==> src/rtl/pcs_pkg.sv <==
// Shared 64b/66b PCS definitions: sync headers, block widths and the block type
// carried from the scrambler into the transmit gearbox.
package pcs_pkg;

  localparam logic [1:0] SYNC_DATA = 2'b01;
  localparam logic [1:0] SYNC_CTRL = 2'b10;

  localparam int BLK_W     = 66;
  localparam int PAYLOAD_W = 64;

  // Gearbox bit buffer geometry: fill count never exceeds 31 + 66 = 97.
  localparam int GB_BUF_W   = 128;
  localparam int GB_CNT_W   = 7;
  localparam int GB_CNT_MAX = 97;

  typedef struct packed {
    logic [63:0] data;
    logic [1:0]  hdr;
  } pcs_blk_t;

  // Only 01 and 10 are legal sync headers; 00 and 11 flag a corrupted block.
  function automatic logic hdr_is_valid(input logic [1:0] hdr);
    return (hdr == SYNC_DATA) || (hdr == SYNC_CTRL);
  endfunction

endpackage

==> src/rtl/tx_gearbox.sv <==
// 66-bit to 32-bit transmit gearbox. Blocks are appended LSB-first into a
// 128-bit buffer; whenever at least one full word is buffered it is emitted
// from bit 0. in_ready depends only on the registered fill count.
module tx_gearbox
  import pcs_pkg::*;
#(
  parameter int DATA_W = 32  // only 32 is supported
) (
  input  logic                 clk,
  input  logic                 reset,
  input  logic [PAYLOAD_W-1:0] in_data,
  input  logic [1:0]           in_hdr,
  input  logic                 in_valid,
  output logic                 in_ready,
  output logic [DATA_W-1:0]    tx_data,
  output logic                 tx_valid,
  output logic                 hdr_err,
  output logic                 underrun
);

  logic [GB_BUF_W-1:0] sbuf_q, sbuf_d;
  logic [GB_BUF_W-1:0] buf_shift;
  logic [GB_BUF_W-1:0] keep_mask;
  logic [GB_BUF_W-1:0] blk_ext;
  logic [GB_CNT_W-1:0] cnt_q, cnt_d;
  logic [GB_CNT_W-1:0] cnt_shift;
  logic [DATA_W-1:0]   tx_data_q, tx_data_d;
  logic                tx_valid_q, tx_valid_d;
  logic                hdr_err_q, hdr_err_d;
  logic                underrun_q, underrun_d;
  logic                accept;
  pcs_blk_t            blk;

  assign blk      = '{data: in_data, hdr: in_hdr};
  assign blk_ext  = {{(GB_BUF_W-BLK_W){1'b0}}, blk};
  assign in_ready = (cnt_q < 7'd64);
  assign accept   = in_valid && in_ready;

  // Keep only the valid bits below the post-shift fill level so stale bits
  // can never leak into a newly written block.
  genvar gi;
  generate
    for (gi = 0; gi < GB_BUF_W; gi++) begin : g_keep
      assign keep_mask[gi] = (cnt_shift > GB_CNT_W'(gi));
    end
  endgenerate

  // Output step: emit the lowest word and drop it from the buffer when full.
  always_comb begin
    tx_data_d  = '0;
    tx_valid_d = 1'b0;
    buf_shift  = sbuf_q;
    cnt_shift  = cnt_q;
    if (cnt_q >= GB_CNT_W'(DATA_W)) begin
      tx_data_d  = sbuf_q[DATA_W-1:0];
      tx_valid_d = 1'b1;
      buf_shift  = sbuf_q >> DATA_W;
      cnt_shift  = cnt_q - GB_CNT_W'(DATA_W);
    end
  end

  // Insert step: append an accepted block at the post-shift fill level.
  always_comb begin
    sbuf_d     = buf_shift;
    cnt_d      = cnt_shift;
    hdr_err_d  = 1'b0;
    underrun_d = underrun_q | (tx_valid_q & ~tx_valid_d);
    if (accept) begin
      sbuf_d    = (buf_shift & keep_mask) | (blk_ext << cnt_shift);
      cnt_d     = cnt_shift + GB_CNT_W'(BLK_W);
      hdr_err_d = !hdr_is_valid(in_hdr);
    end
  end

  // State and output registers.
  always_ff @(posedge clk) begin
    if (reset) begin
      sbuf_q     <= '0;
      cnt_q      <= '0;
      tx_data_q  <= '0;
      tx_valid_q <= 1'b0;
      hdr_err_q  <= 1'b0;
      underrun_q <= 1'b0;
    end else begin
      sbuf_q     <= sbuf_d;
      cnt_q      <= cnt_d;
      tx_data_q  <= tx_data_d;
      tx_valid_q <= tx_valid_d;
      hdr_err_q  <= hdr_err_d;
      underrun_q <= underrun_d;
    end
  end

  assign tx_data  = tx_data_q;
  assign tx_valid = tx_valid_q;
  assign hdr_err  = hdr_err_q;
  assign underrun = underrun_q;

  // Fill level can never exceed 31 leftover bits plus one block.
  a_cnt_bound: assert property (@(posedge clk) disable iff (reset)
    cnt_q <= GB_CNT_W'(GB_CNT_MAX));

endmodule

==> config.mk <==
export PLATFORM = sky130hd
export DESIGN_NAME = tx_gearbox
export DESIGN_NICKNAME = d
export VERILOG_FILES = /design/src/rtl/pcs_pkg.sv /design/src/rtl/tx_gearbox.sv
export SDC_FILE = /design/constraint.sdc
export NUM_CORES = 1
export LEC_CHECK = 0
export BUFFER_PORTS_ARGS = -buffer_cell sky130_fd_sc_hd__buf_4
export CAP_MARGIN = 20
export CORE_MARGIN = 4
export CORE_UTILIZATION = 53
export DETAILED_ROUTE_END_ITERATION = 6
export PLACE_DENSITY = 0.73
export SLEW_MARGIN = 20
export SYNTH_ARGS = -nofsm -noshare
export SYNTH_HDL_FRONTEND = slang
export SYNTH_SLANG_ARGS = --single-unit
==> constraint.sdc <==
create_clock -name clk -period 4.25 [get_ports clk]
set_input_delay 0.425 -clock clk [delete_from_list [all_inputs] [get_ports clk]]
set_output_delay 0.425 -clock clk [all_outputs]
set_load 0.005 [all_outputs]
==> impl_results.md <==
- Status: finished, final reports clean
- Seq pwr share: 44.0%
- CORE AREA: 17,200 sq um
- Post-synth EDFFs: 0
- Hold Startpoint: in_hdr[1]
- Period utilization: 65.0%
- Die Width: 140 um
- Hold EP: hdr_err
- CTS H-tree depth: 4
- Syn_nets: 982
- Placed cells: 1,173
- Detail Route Antenna Nets: 0
- Leak Pwr: 0.00405 uW
- CTS Hold Bufs: 0
- Placement Cell Area: 10,100 sq um
- N_diodes: 0
- Comb pwr share: 18.7%
- Synthesized area per cell: 10.2 sq um
- Sw Share: 28.3%
- Postcts setup bufs: 0
- Clock Root Buffer: clkbuf_16
- Seq/Total Area, Yosys: 36.5%
- TritonCTS buffer count: 17
- Tmin final: 2.76 ns
- Largest net degree at the start of global routing: 69
- HP Class: in -> reg
- First-pass iteration count of the detailed router: 5
- Nets: 1,040
- Worst Path Max Fanout: 58
- Power Dens Cells: 373 nW/um^2
- Max-cap violations: 0
- Switching Power: 1120 uW
- Synth Instances: 909
- Post-CTS Resized: 0
- P_int: 2850 uW
- Max VDD drop: 0.296 mV
- CP Capture Type: register
- Final instance area: 10,700 sq um
- Worst r2r dst: sbuf_q[70]
- Synth async-reset ratio: 0%
- DR DRC count: 0
- Overall Global Routing Usage: 30.3%
- Final Max Tran Viols: 0
- First-pass GRT wire length: 46.1 mm
- Die area: 19,700 sq um
- Synthesized flop and latch total: 169
- Final TNS setup: 0 ns
- Number of distinct library cells after synthesis: 64
- Worst r2r src: cnt_q[1]
- Syn Std Cell Area: 9280 sq um
- Initial antenna violation count: 0
- Grt total ovfl: 0
- Cell breakdown of the critical path: buf_4 -> mux2i_1 -> mux2i_1 -> a221oi_1 -> a21oi_1
- Rel. slew slack: 28.9%
- Worst stage delay on the critical path: 0.98 ns
- Power Total: 3980 uW
- Slowest CP cell: dfxtp_4
- Crit path top cell by count: mux2i_1
- Slew @ Worst Pin: 1.06 ns
- Arrival @ worst endpoint: 3.06 ns
- Fillcell total: 1,424
- 1st-iter DRT viols: 1,241
- Fmax: 362 MHz
- Yosys warns: 0
- Area Overhead vs Synth: 14.9%
- Number of global-route vias before repair: 7,627
- Wire per inst: 25.2 um
- Reg clk slew, reported paths: 0.07 ns
- Final Hold Fails: 0
- Clock sinks: 169
- Share of cells above drive strength 1: 25.8%
- Clock share of power: 37.3%
- Drt total wl: 30.3 mm
- Core Util, Final: 61.8%
- Unrepaired setup endpoints after global routing: no
- # IOs: 105
- Worst reg2reg setup slack: 1.49 ns
- R2R cell count: 5
- Worst Setup Start Kind: register
- WP data required: 4.55 ns
- Detailed Place HPWL: 21.9 mm
- Clk Latency, worst-skew pair: 0.43 ns
- Ys flop type: dfxtp_1
- Cell Rows: 48
- Die span in y: 140 um
- Port-buffer cells: 104
- CTS Buffer Depth: 2
- CP Class: reg -> reg
- Vias per std cell: 6.79
- CTS tree: done
- WHS Path Cells: 3
- RD Place Congestion: 1.08
- Initial Util: 53.8%
- Skew final: 0.0122 ns
- WP buf/inv: 1
- DR vias: 8,164
- CP top delay family: flip-flops
- Fin cells: 1,202
- Final setup vio count: 0
[final cells by class]
class	count	area, sq um	share of cell area, %
multi-input combinational	651	5480	51.4
sequential	169	3390	31.8
timing repair buffer	122	928	8.71
clock buffer	23	488	4.58
tap	225	282	2.64
clock inverter	6	65.1	0.610
inverter	6	22.5	0.211
[routing by layer]
layer / GRT usage, % / vias to the layer above / share of wire [%]
met3: 6.38 / 74 / 11
met4: 9.94 / 0 / 3.1
met2: 45.4 / 613 / 44
li1: - / 3546 / -
met1: 43.9 / 3931 / 42
met5: 0 / - / 0
[cells by family (layout without fill, tap and decap cells)]
logic type      count (synthesis)  in the layout  share of synthesized area, %
compound gates                194            194                          15.2
fa+ha+maj                       4              4                         0.540
mux                           203            203                          29.4
xor+xnor                        3              3                         0.283
flops                         169            169                          36.5
buf+inv                        89            157                          4.55
simple gates                  247            247                          13.6
[through the flow]
step / hold WS, ns / worst slack, ns
after floorplan: 0.421 / 2.34
after global placement: 0.437 / 1.62
after detailed placement: 0.442 / 1.59
after CTS: 0.331 / 1.56
after global routing: 0.339 / 1.35
final: 0.341 / 1.49
[registers in the layout, indices dropped and copies added, names as in the netlist]
name / flops
tx_data: 32
underrun: 1
tx_valid: 1
sbuf_q: 128
cnt_q: 6
hdr_err: 1
[worst min-delay path, stage by stage]
cell and delay [ns]:
buf_4 0.11, xor2_1 0.13, nor3_1 0.06
[cells in the mapped netlist (all sizes together) (3+ instances only)]
cell type | count | area share, %
mux4 | 50 | 12
o22ai | 21 | 1.4
o22a | 4 | 0.38
o32ai | 3 | 0.28
ha | 4 | 0.54
o21a | 3 | 0.24
nor3b | 3 | 0.30
or2 | 3 | 0.20
mux2i | 100 | 11
nand2 | 83 | 3.4
a311oi | 5 | 0.47
a221oi | 6 | 0.57
clkbuf | 41 | 1.7
a21o | 3 | 0.24
inv | 6 | 0.24
and3 | 3 | 0.20
and2 | 68 | 4.6
nand4 | 3 | 0.20
a21oi | 38 | 2.1
o211ai | 15 | 1.2
a221o | 8 | 0.86
nor2b | 7 | 0.47
nor2 | 33 | 1.4
a22oi | 6 | 0.49
a211oi | 6 | 0.49
or3 | 3 | 0.20
o221ai | 39 | 3.7
a2bb2oi | 3 | 0.28
o21ai | 18 | 0.97
nor3 | 11 | 0.59
buf | 42 | 2.6
mux2 | 53 | 6.4
nand3 | 7 | 0.38
dfxtp | 169 | 36
nand2b | 16 | 1.1
[power by group through the flow]
stage | clock network [uW] | registers, uW | logic [uW]
after global placement | 0 | 1780 | 708
after floorplan | 0 | 1720 | 510
after CTS | 1490 | 1750 | 717
final | 1480 | 1750 | 743
after detailed placement | 0 | 1780 | 712
after global routing | 1550 | 1760 | 778
[worst max-delay path by stage]
stage	cells after the start	startpoint	endpoint	slack (ns)
2_1_floorplan	5	cnt_q[1]	sbuf_q[54]	2.34
3_3_place_gp	5	cnt_q[1]	sbuf_q[70]	1.62
3_5_place_dp	5	cnt_q[1]	sbuf_q[70]	1.59
4_1_cts	5	cnt_q[1]	sbuf_q[70]	1.56
5_1_grt	5	cnt_q[1]	sbuf_q[70]	1.35
6_report	5	cnt_q[1]	sbuf_q[70]	1.49
[placed cells by master (no fill, tap or decap), types with 17 or more instances in the layout]
master | Yosys | layout
mux2_2 | 40 | 40
o221ai_1 | 39 | 39
buf_4 | 1 | 121
mux4_2 | 50 | 50
and2_1 | 68 | 68
clkbuf_16 | 0 | 17
mux2i_1 | 100 | 100
nand2_1 | 83 | 83
o22ai_1 | 21 | 21
dfxtp_1 | 169 | 166
a21oi_1 | 38 | 38
nor2_1 | 32 | 31
Power figures use the tool's default switching activity.
